### src/rtl/branch_predictor_if.sv
// Fetch/execute signal bundle for branch_predictor.
// The predictor side uses the slave modport; the pipeline side uses master.
`ifndef RF_XLEN
`define RF_XLEN 32
`endif

interface branch_predictor_if #(
  parameter int XLEN = `RF_XLEN
);
  logic            if_valid;
  logic [XLEN-1:0] if_pc;
  logic            pred_taken;
  logic [XLEN-1:0] pred_target;
  logic            ex_valid;
  logic            ex_is_branch;
  logic [XLEN-1:0] ex_pc;
  logic            ex_br_taken;
  logic [XLEN-1:0] ex_target;
  logic            ex_pred_taken;
  logic [XLEN-1:0] ex_pred_target;
  logic            redirect;
  logic [XLEN-1:0] redirect_pc;

  modport master (
    output if_valid, if_pc,
    output ex_valid, ex_is_branch, ex_pc, ex_br_taken, ex_target,
    output ex_pred_taken, ex_pred_target,
    input  pred_taken, pred_target, redirect, redirect_pc
  );

  modport slave (
    input  if_valid, if_pc,
    input  ex_valid, ex_is_branch, ex_pc, ex_br_taken, ex_target,
    input  ex_pred_taken, ex_pred_target,
    output pred_taken, pred_target, redirect, redirect_pc
  );
endinterface

### src/rtl/branch_predictor.sv
// Direct-mapped BTB + 2-bit counter predictor with execute-side mispredict redirect.
// Optional macro BP_STATS_EN adds saturating branch/mispredict counters.
`ifndef RF_XLEN
`define RF_XLEN 32
`endif

module branch_predictor #(
  parameter  int XLEN    = `RF_XLEN,
  parameter  int ENTRIES = 16,
  localparam int IDX_W   = $clog2(ENTRIES)
) (
  input  logic                 clk,
  input  logic                 rst_n,
  branch_predictor_if.slave    bp
`ifdef BP_STATS_EN
  ,
  output logic [31:0]          stat_branches,
  output logic [31:0]          stat_mispredicts
`endif
);

  localparam int TAG_W = XLEN - IDX_W - 2;

  logic             valid_q  [ENTRIES];
  logic [TAG_W-1:0] tag_q    [ENTRIES];
  logic [XLEN-1:0]  target_q [ENTRIES];
  logic [1:0]       ctr_q    [ENTRIES];

  // Fetch-side lookup: purely combinational from registered table state
  logic [IDX_W-1:0] if_idx;
  logic [TAG_W-1:0] if_tag;
  logic             if_hit;
  logic             pred_taken;

  assign if_idx     = bp.if_pc[IDX_W+1:2];
  assign if_tag     = bp.if_pc[XLEN-1:IDX_W+2];
  assign if_hit     = valid_q[if_idx] && (tag_q[if_idx] == if_tag);
  assign pred_taken = bp.if_valid && if_hit && ctr_q[if_idx][1];

  assign bp.pred_taken  = pred_taken;
  assign bp.pred_target = pred_taken ? target_q[if_idx] : bp.if_pc + XLEN'(4);

  // Execute-side resolution
  logic [IDX_W-1:0] ex_idx;
  logic [TAG_W-1:0] ex_tag;
  logic             ex_hit;
  logic [XLEN-1:0]  actual_next;
  logic             mispredict;

  assign ex_idx      = bp.ex_pc[IDX_W+1:2];
  assign ex_tag      = bp.ex_pc[XLEN-1:IDX_W+2];
  assign ex_hit      = valid_q[ex_idx] && (tag_q[ex_idx] == ex_tag);
  assign actual_next = (bp.ex_is_branch && bp.ex_br_taken) ? bp.ex_target
                                                           : bp.ex_pc + XLEN'(4);
  assign mispredict  = bp.ex_valid && (actual_next != bp.ex_pred_target);

  genvar gi;
  generate
    for (gi = 0; gi < ENTRIES; gi++) begin : g_entry
      logic             valid_reg;
      logic [TAG_W-1:0] tag_reg;
      logic [XLEN-1:0]  target_reg;
      logic [1:0]       ctr_reg;
      logic             sel;

      assign sel = bp.ex_valid && (ex_idx == IDX_W'(gi));

      always_ff @(posedge clk or negedge rst_n) begin
        if (!rst_n) begin
          valid_reg  <= 1'b0;
          tag_reg    <= '0;
          target_reg <= '0;
          ctr_reg    <= 2'b01;
        end else if (sel) begin
          if (bp.ex_is_branch) begin
            if (ex_hit) begin
              if (bp.ex_br_taken) begin
                if (ctr_reg != 2'b11) ctr_reg <= ctr_reg + 2'b01;
                target_reg <= bp.ex_target;
              end else if (ctr_reg != 2'b00) begin
                ctr_reg <= ctr_reg - 2'b01;
              end
            end else if (bp.ex_br_taken) begin
              // Allocation evicts whatever lived at this index
              valid_reg  <= 1'b1;
              tag_reg    <= ex_tag;
              target_reg <= bp.ex_target;
              ctr_reg    <= 2'b10;
            end
          end else if (bp.ex_pred_taken && ex_hit) begin
            valid_reg <= 1'b0;
          end
        end
      end

      assign valid_q[gi]  = valid_reg;
      assign tag_q[gi]    = tag_reg;
      assign target_q[gi] = target_reg;
      assign ctr_q[gi]    = ctr_reg;
    end
  endgenerate

  logic            redirect_reg;
  logic [XLEN-1:0] redirect_pc_reg;

  always_ff @(posedge clk or negedge rst_n) begin
    if (!rst_n) begin
      redirect_reg    <= 1'b0;
      redirect_pc_reg <= '0;
    end else begin
      redirect_reg <= mispredict;
      if (mispredict) redirect_pc_reg <= actual_next;
    end
  end

  assign bp.redirect    = redirect_reg;
  assign bp.redirect_pc = redirect_pc_reg;

`ifdef BP_STATS_EN
  logic [31:0] stat_branches_reg;
  logic [31:0] stat_mispredicts_reg;

  always_ff @(posedge clk or negedge rst_n) begin
    if (!rst_n) begin
      stat_branches_reg    <= '0;
      stat_mispredicts_reg <= '0;
    end else begin
      if (bp.ex_valid && bp.ex_is_branch && (stat_branches_reg != 32'hFFFF_FFFF))
        stat_branches_reg <= stat_branches_reg + 32'd1;
      // Counted on the edge that raises redirect
      if (mispredict && (stat_mispredicts_reg != 32'hFFFF_FFFF))
        stat_mispredicts_reg <= stat_mispredicts_reg + 32'd1;
    end
  end

  assign stat_branches    = stat_branches_reg;
  assign stat_mispredicts = stat_mispredicts_reg;
`endif

endmodule

### src/flat_wrapper.sv
// flat-port wrapper written by rule: the top's interface ports become plain ports
module branch_predictor_flat 
#(
  parameter  int XLEN    = `RF_XLEN,
  parameter  int ENTRIES = 16,
  localparam int IDX_W   = $clog2(ENTRIES)
)
  (clk, rst_n, bp_if_valid, bp_if_pc, bp_ex_valid, bp_ex_is_branch, bp_ex_pc, bp_ex_br_taken, bp_ex_target, bp_ex_pred_taken, bp_ex_pred_target, bp_pred_taken, bp_pred_target, bp_redirect, bp_redirect_pc);
  branch_predictor_if #(.XLEN(XLEN)) bp_i ();
  input  logic clk;
  input  logic rst_n;
  input wire logic [$bits(bp_i.if_valid)-1:0] bp_if_valid;
  input wire logic [$bits(bp_i.if_pc)-1:0] bp_if_pc;
  input wire logic [$bits(bp_i.ex_valid)-1:0] bp_ex_valid;
  input wire logic [$bits(bp_i.ex_is_branch)-1:0] bp_ex_is_branch;
  input wire logic [$bits(bp_i.ex_pc)-1:0] bp_ex_pc;
  input wire logic [$bits(bp_i.ex_br_taken)-1:0] bp_ex_br_taken;
  input wire logic [$bits(bp_i.ex_target)-1:0] bp_ex_target;
  input wire logic [$bits(bp_i.ex_pred_taken)-1:0] bp_ex_pred_taken;
  input wire logic [$bits(bp_i.ex_pred_target)-1:0] bp_ex_pred_target;
  output wire logic [$bits(bp_i.pred_taken)-1:0] bp_pred_taken;
  output wire logic [$bits(bp_i.pred_target)-1:0] bp_pred_target;
  output wire logic [$bits(bp_i.redirect)-1:0] bp_redirect;
  output wire logic [$bits(bp_i.redirect_pc)-1:0] bp_redirect_pc;
  assign bp_i.if_valid = bp_if_valid;
  assign bp_i.if_pc = bp_if_pc;
  assign bp_i.ex_valid = bp_ex_valid;
  assign bp_i.ex_is_branch = bp_ex_is_branch;
  assign bp_i.ex_pc = bp_ex_pc;
  assign bp_i.ex_br_taken = bp_ex_br_taken;
  assign bp_i.ex_target = bp_ex_target;
  assign bp_i.ex_pred_taken = bp_ex_pred_taken;
  assign bp_i.ex_pred_target = bp_ex_pred_target;
  assign bp_pred_taken = bp_i.pred_taken;
  assign bp_pred_target = bp_i.pred_target;
  assign bp_redirect = bp_i.redirect;
  assign bp_redirect_pc = bp_i.redirect_pc;
  branch_predictor #(.XLEN(XLEN), .ENTRIES(ENTRIES)) u_core (.clk(clk), .rst_n(rst_n), .bp(bp_i));
endmodule
### config.mk
export PLATFORM = sky130hd
export DESIGN_NAME = branch_predictor_flat
export DESIGN_NICKNAME = d
export VERILOG_FILES = /design/src/rtl/branch_predictor_if.sv /design/src/rtl/branch_predictor.sv /design/src/flat_wrapper.sv
export SDC_FILE = /design/constraint.sdc
export NUM_CORES = 2
export LEC_CHECK = 0
export BUFFER_PORTS_ARGS = -buffer_cell sky130_fd_sc_hd__buf_2
export CAP_MARGIN = 10
export CORE_ASPECT_RATIO = 1.1
export CORE_UTILIZATION = 63
export CTS_CLUSTER_DIAMETER = 200
export DETAILED_ROUTE_END_ITERATION = 10
export HOLD_SLACK_MARGIN = 0.08
export PLACE_DENSITY_LB_ADDON = 0.12
export SYNTH_ARGS = -nofsm -noshare
export SYNTH_HDL_FRONTEND = slang
export SYNTH_SLANG_ARGS = --single-unit
### constraint.sdc
create_clock -name clk -period 5.55 [get_ports clk]
set_clock_uncertainty 0.2 [all_clocks]
set_input_delay 0.2775 -clock clk [delete_from_list [all_inputs] [get_ports clk]]
set_output_delay 0.2775 -clock clk [all_outputs]
set_load 0.02 [all_outputs]
-- Word level (Yosys, flattened, before mapping)
Cells that the tools add are included.
- reductions and logical operators: 122
- equality and inequality tests: 52
- bitwise operators: 3
- $lt $le $gt $ge: 2
- add/sub/neg operators: 34
- muxes and demuxes: 89
- operator list (kind ; count):
    binary-select mux 26 bit (select 4 bit) ; 2
    two-way mux 2 bit ; 67
    binary-select mux 32 bit (select 4 bit) ; 1
    two-way mux 32 bit ; 4
    AND reduction 4 bit ; 32
    two-way mux 26 bit ; 4
    AND reduction 5 bit ; 16
    nonzero test 2 bit ; 34
    adder 32 x 3 -> 32 bit (second input constant) ; 2
    equality test 26 bit ; 2
    != test 3 bit (second input constant) ; 16
    AND reduction 3 bit ; 16
    != test 2 bit (second input constant) ; 17
    adder 2 x 1 -> 2 bit (second input constant) ; 16
    equality test 4 bit (second input constant) ; 8
    != test 32 bit ; 1
    subtractor 2 x 1 -> 2 bit (second input constant) ; 16
    logical AND 1 bit ; 23
    equality test 4 x 3 -> 1 bit (second input constant) ; 4
    greater-or-equal comparator 5 bit (second input constant) ; 2
    NOT 4 -> 5 bit ; 2
    binary-select mux 1 bit (select 4 bit) ; 2
    binary-select mux 2 bit (select 4 bit) ; 1
    equality test 4 x 2 -> 1 bit (second input constant) ; 2
    other kinds (5) ; 12
- output and inout bits: 66
- word-level logic and storage cells: 368
- bits in registers: 1009
- input port bits: 135

-- Logic depth before layout (Yosys ltp)
- word-level depth: 9
- gate-level depth with buffers: 17
- gate-level depth less buffers: 10

-- Worst setup path after synthesis
Ideal clock, no wire load.
- kind: input to output
- from: input bp_if_pc[2]
- to: output bp_pred_target[8]
- required time: 5073 ps
- slack: 1362 ps
- path buffers: 8
- data arrival time: 3710 ps
- stages: 11
- path through: buf_2 > buf_6 > buf_6 > buf_4 > buf_2 > buf_2 > clkbuf_1 > buf_1 > mux4_2 > mux4_2 > mux2_1
- longest elaborated chain between the ends: 9
- RTL lines (element ; RTL line ; text):
    start, declared ; flat_wrapper.sv:13 ; input wire logic [$bits(bp_i.if_pc)-1:0] bp_if_pc;
    NOT 4 -> 5 bit (not written as such) ; branch_predictor.sv:37, branch_predictor.sv:38, branch_predictor.sv:41 ;
    binary-select mux 26 bit (select 4 bit) ; branch_predictor.sv:37 ; assign if_hit = valid_q[if_idx] && (tag_q[if_idx] == if_tag);
    two-way mux 26 bit (not written as such) (2 in series) ; branch_predictor.sv:37 ;
    equality test 26 bit ; branch_predictor.sv:37 ;
    logical AND 1 bit ; branch_predictor.sv:37 ;
    logical AND 1 bit (2 in series) ; branch_predictor.sv:38 ; assign pred_taken = bp.if_valid && if_hit && ctr_q[if_idx][1];
    two-way mux 32 bit * ; branch_predictor.sv:41 ; assign bp.pred_target = pred_taken ? target_q[if_idx] : bp.if_pc + XLEN'(4);
    end, declared ; flat_wrapper.sv:22 ; output wire logic [$bits(bp_i.pred_target)-1:0] bp_pred_target;
Mark *: on every way between the ends. The rest lies on a longest branch, timed or not. The select of a mux whose other input is x is not followed.

-- Worst setup path after layout
- from: register u_core.g_entry[0].tag_reg[0]
- to: output bp_pred_target[2]
- longest elaborated chain between the ends: 8
- RTL lines (element ; RTL line ; text):
    start, declared ; branch_predictor.sv:61 ; logic [TAG_W-1:0] tag_reg;
    start signal, assigned ; branch_predictor.sv:86 ; tag_reg <= ex_tag;
    binary-select mux 26 bit (select 4 bit) ; branch_predictor.sv:37 ;
    two-way mux 26 bit (not written as such) (2 in series) ; branch_predictor.sv:37 ;
    equality test 26 bit ; branch_predictor.sv:37 ;
    logical AND 1 bit ; branch_predictor.sv:37 ;
    logical AND 1 bit (2 in series) ; branch_predictor.sv:38 ;
    two-way mux 32 bit ; branch_predictor.sv:41 ;
No other way between the ends. The select of a mux whose other input is x is not followed.

==> flow_summary.toml <==
[status]
status = "finished, violations left"
violations = "setup timing"

[power_and_ir_drop]
pwr_per_cell_area_mw_per_mm2 = 333.6
leakage_uw = 0.02729
irDropWorstVdd_v = 0.0003018

[logic_synthesis]
async_reset_ff_share_pct = 100.0
synthCells = 3908
synth_cell_type_count = 93
synth_edf_count = 0
synth_top_area_share_pct = 46.08
flop_and_latch_count_out_of_synthesis = 1009
syn_avg_cell_area_sq_um = 13.80
ys.flop_type = "dfrtp_1"
ys_top_cells_by_area = "dfrtp_1, mux2_2, mux4_2, mux2_1, xnor2_1"
yosysTopAreaCell = "dfrtp_1"
synthesized_cell_area_sq_mm = 0.05392
synth_nets = 4048
yosysWarnings = 0
synth_sequential_area_ratio_pct = 46.86

[floorplanning]
design.portCount = 201
floorplan.initialDensity_pct = 63.60
die_width_um = 280.9
design.die.area_sq_mm = 0.08677
row_count = 112
die_h_um = 308.8
core_sq_mm = 0.08478

[setup_path]
timing.critical_path.cells = "mux4_2, and2_1, a211oi_1, a31oi_1, xnor2_1, nand3_1, or4_1, or4_2, buf_12, mux2_2, buf_2"
setup.worst_path.end_class = "output port"
cp_slowest_stage_delay_ns = 0.68
critical-path-top-delay-family = "simple AND/OR/NAND/NOR gates"
cpMaxStageDelayCell = "or4_2"
worstPathMaxFanout = 32
critical_path_required_ns = 5.07
critical_path_arrival_ns = 5.09
crit_buf_inv = 2
timing.setup.critical_path_class = "reg2out"
worst_setup_path_start_kind = "flip-flop"

[placement]
dpl_cell_area_sq_mm = 0.05642
placement.setup.worst_slack_ns = 0.3079
port_buffers = 200
gpl.final_weighted_congestion = 1.042
hpwlAfterDp_um = 119500

[sta]
rsz_0062_raised_after_global_routing = "no"
timing.final.crit_period_ns = 5.567
setup_viol = 4
layout_worst_path_cycle_share_pct = 100.3
final_hold_vios = 0
worst-slew-pin-transition_ns = 1.284
timing.hold.ws_ns = 0.02761
remaining_max_slew_budget_at_the_tightest_pin_pct = 13.58
timing_max_transition_violations_final = 0
setup_slack_ns = -0.01736
fmax_mhz = 179.6

[route]
routedWlPerCell_um = 34.05
drt_drc_violations_left = 0
dr.pass1.iters = 8
totalWireLength_um = 181000
antenna_left = 0
drt_iter0_markers = 4303
num_vias = 37770
vias_per_cell = 7.106

[cells_and_area]
area.sequential_sq_mm = 0.02527
largest_register_ffs = 512
final_area_sq_mm = 0.06090
post-route-util_pct = 71.83
final_nets = 4220
layout-drive-gt1-share_pct = 42.60
area.growth.synth_to_final_pct = 12.94
final.fill_count = 5647
multi_input_logic_area_sq_mm = 0.02688

[clock_network]
ctsLongestPathBuffers = 3
cts-htree-levels = 3
cts_buffers = 104
clk_transition_reported_paths_ns = 0.06
clock_sinks = 1009
tritoncts = "built"
cts-root-buf = "clkbuf_16"
clk_latency_ns = 0.73

[worst_hold_path]
timing.hold.worst.class = "in2async"

[global_route]
grt_start_max_net_pins = 178
grt_pass1_wl_um = 265600
number_of_antenna_violations_at_the_first_check_in_global_routing = 30
grt.overflow.total = 0
globalRouteTotalUtil_pct = 42.61
vias_in_the_first_global_route = 39230

[flow_run]
cap_violations = 0
-- Yosys cell counts (46+ instances only) --
master	instances
nor2_1	99
nand2_1	166
o21ai_0	74
mux2_1	177
mux4_2	346
nand3_1	78
dfrtp_1	993
buf_1	48
xnor2_1	108
inv_1	46
clkbuf_1	224
mux2i_1	93
mux2_2	776
-- logic make-up (layout without fill, tap and decap cells) --
group,after synthesis,count (layout),synth area share [%]
mux,1425,1425,37.00
buf+inv,414,675,3.578
flops,1009,1009,46.86
xor+xnor,135,135,2.193
compound gates,365,365,4.942
fa+ha+maj,5,5,0.1160
simple gates,555,555,5.311
other cells,0,6,0
-- layer usage --
metal  vias up  wire (um)  global-route usage [%]
li1      15020          -                       -
met1     19830      66970                   55.18
met5         -        331                       0
met2      2223      82940                   64.14
met3       662      18350                   11.91
met4        40      12410                   26.10
-- placed cells by master (no fill, tap or decap), types with 28 or more instances in the layout --
cell type      count
nor2_1            90
buf_12            28
dfrtp_1          993
mux2_1           177
mux2i_1           93
clkbuf_16        104
nand2_1          165
dlygate4sd3_1     62
mux4_2           346
a22o_1            35
nand4_1           31
mux2_2           776
inv_1             46
xnor2_1          108
buf_4            143
nand3_1           74
a21oi_1           35
buf_2            193
mux2_4            33
o21ai_0           74
-- layout make-up --
class | instances | share of cell area, %
multi-input cells | 2485 | 44.14
flip-flops and latches | 1009 | 41.49
repair buffers | 430 | 5.385
clock buffers | 138 | 4.861
well taps | 1140 | 2.342
clock inverters | 57 | 1.448
inverters | 50 | 0.3082
diodes | 6 | 0.02465
-- path summary, 6_finish.rpt --
kind,cells after the start,end,from,slack [ns]
min reg2reg,2,u_core.g_entry[1].target_reg[3]$_DFFE_PN0P_,u_core.g_entry[1].target_reg[3]$_DFFE_PN0P_,0.28
max reg2reg,11,u_core.g_entry[0].tag_reg[6]$_DFFE_PN0P_,u_core.g_entry[15].tag_reg[16]$_DFFE_PN0P_,0.79
max in group asynchronous,3,u_core.bp.redirect_pc[31]$_DFFE_PN0P_,rst_n,3.49
min in group clk,2,u_core.g_entry[15].tag_reg[22]$_DFFE_PN0P_,bp_ex_pc[28],0.13
max,11,bp_pred_target[2],u_core.g_entry[0].tag_reg[0]$_DFFE_PN0P_,-0.02
min,2,u_core.g_entry[14].tag_reg[2]$_DFFE_PN0P_,rst_n,0.03
-- what timing repair did --
action | CTS | global route
gates resized for setup | 0 | 0
hold buffers | 62 | 0
hold endpoints to repair | 972 | 0
endpoints found under the setup margin | 0 | 0
setup buffers | 0 | 0
-- where the power goes --
group          switching (uW)  total [uW]  internal (uW)
registers                 692        9030           8340
clock network            3160        7780           4620
logic                    1710        3510           1800
total                    5560       20300          14800
-- per-stage QoR --
step                      setup TNS (ns)  total power, uW  std cells
after global placement                 0            12300       5052
after global routing                   0            20920       5312
after detailed placement               0            12530       5052
final                           -0.04035            20320       5315
after CTS                              0            20280       5309
after floorplan                        0            11210       3908
Power figures use the tool's default switching activity.
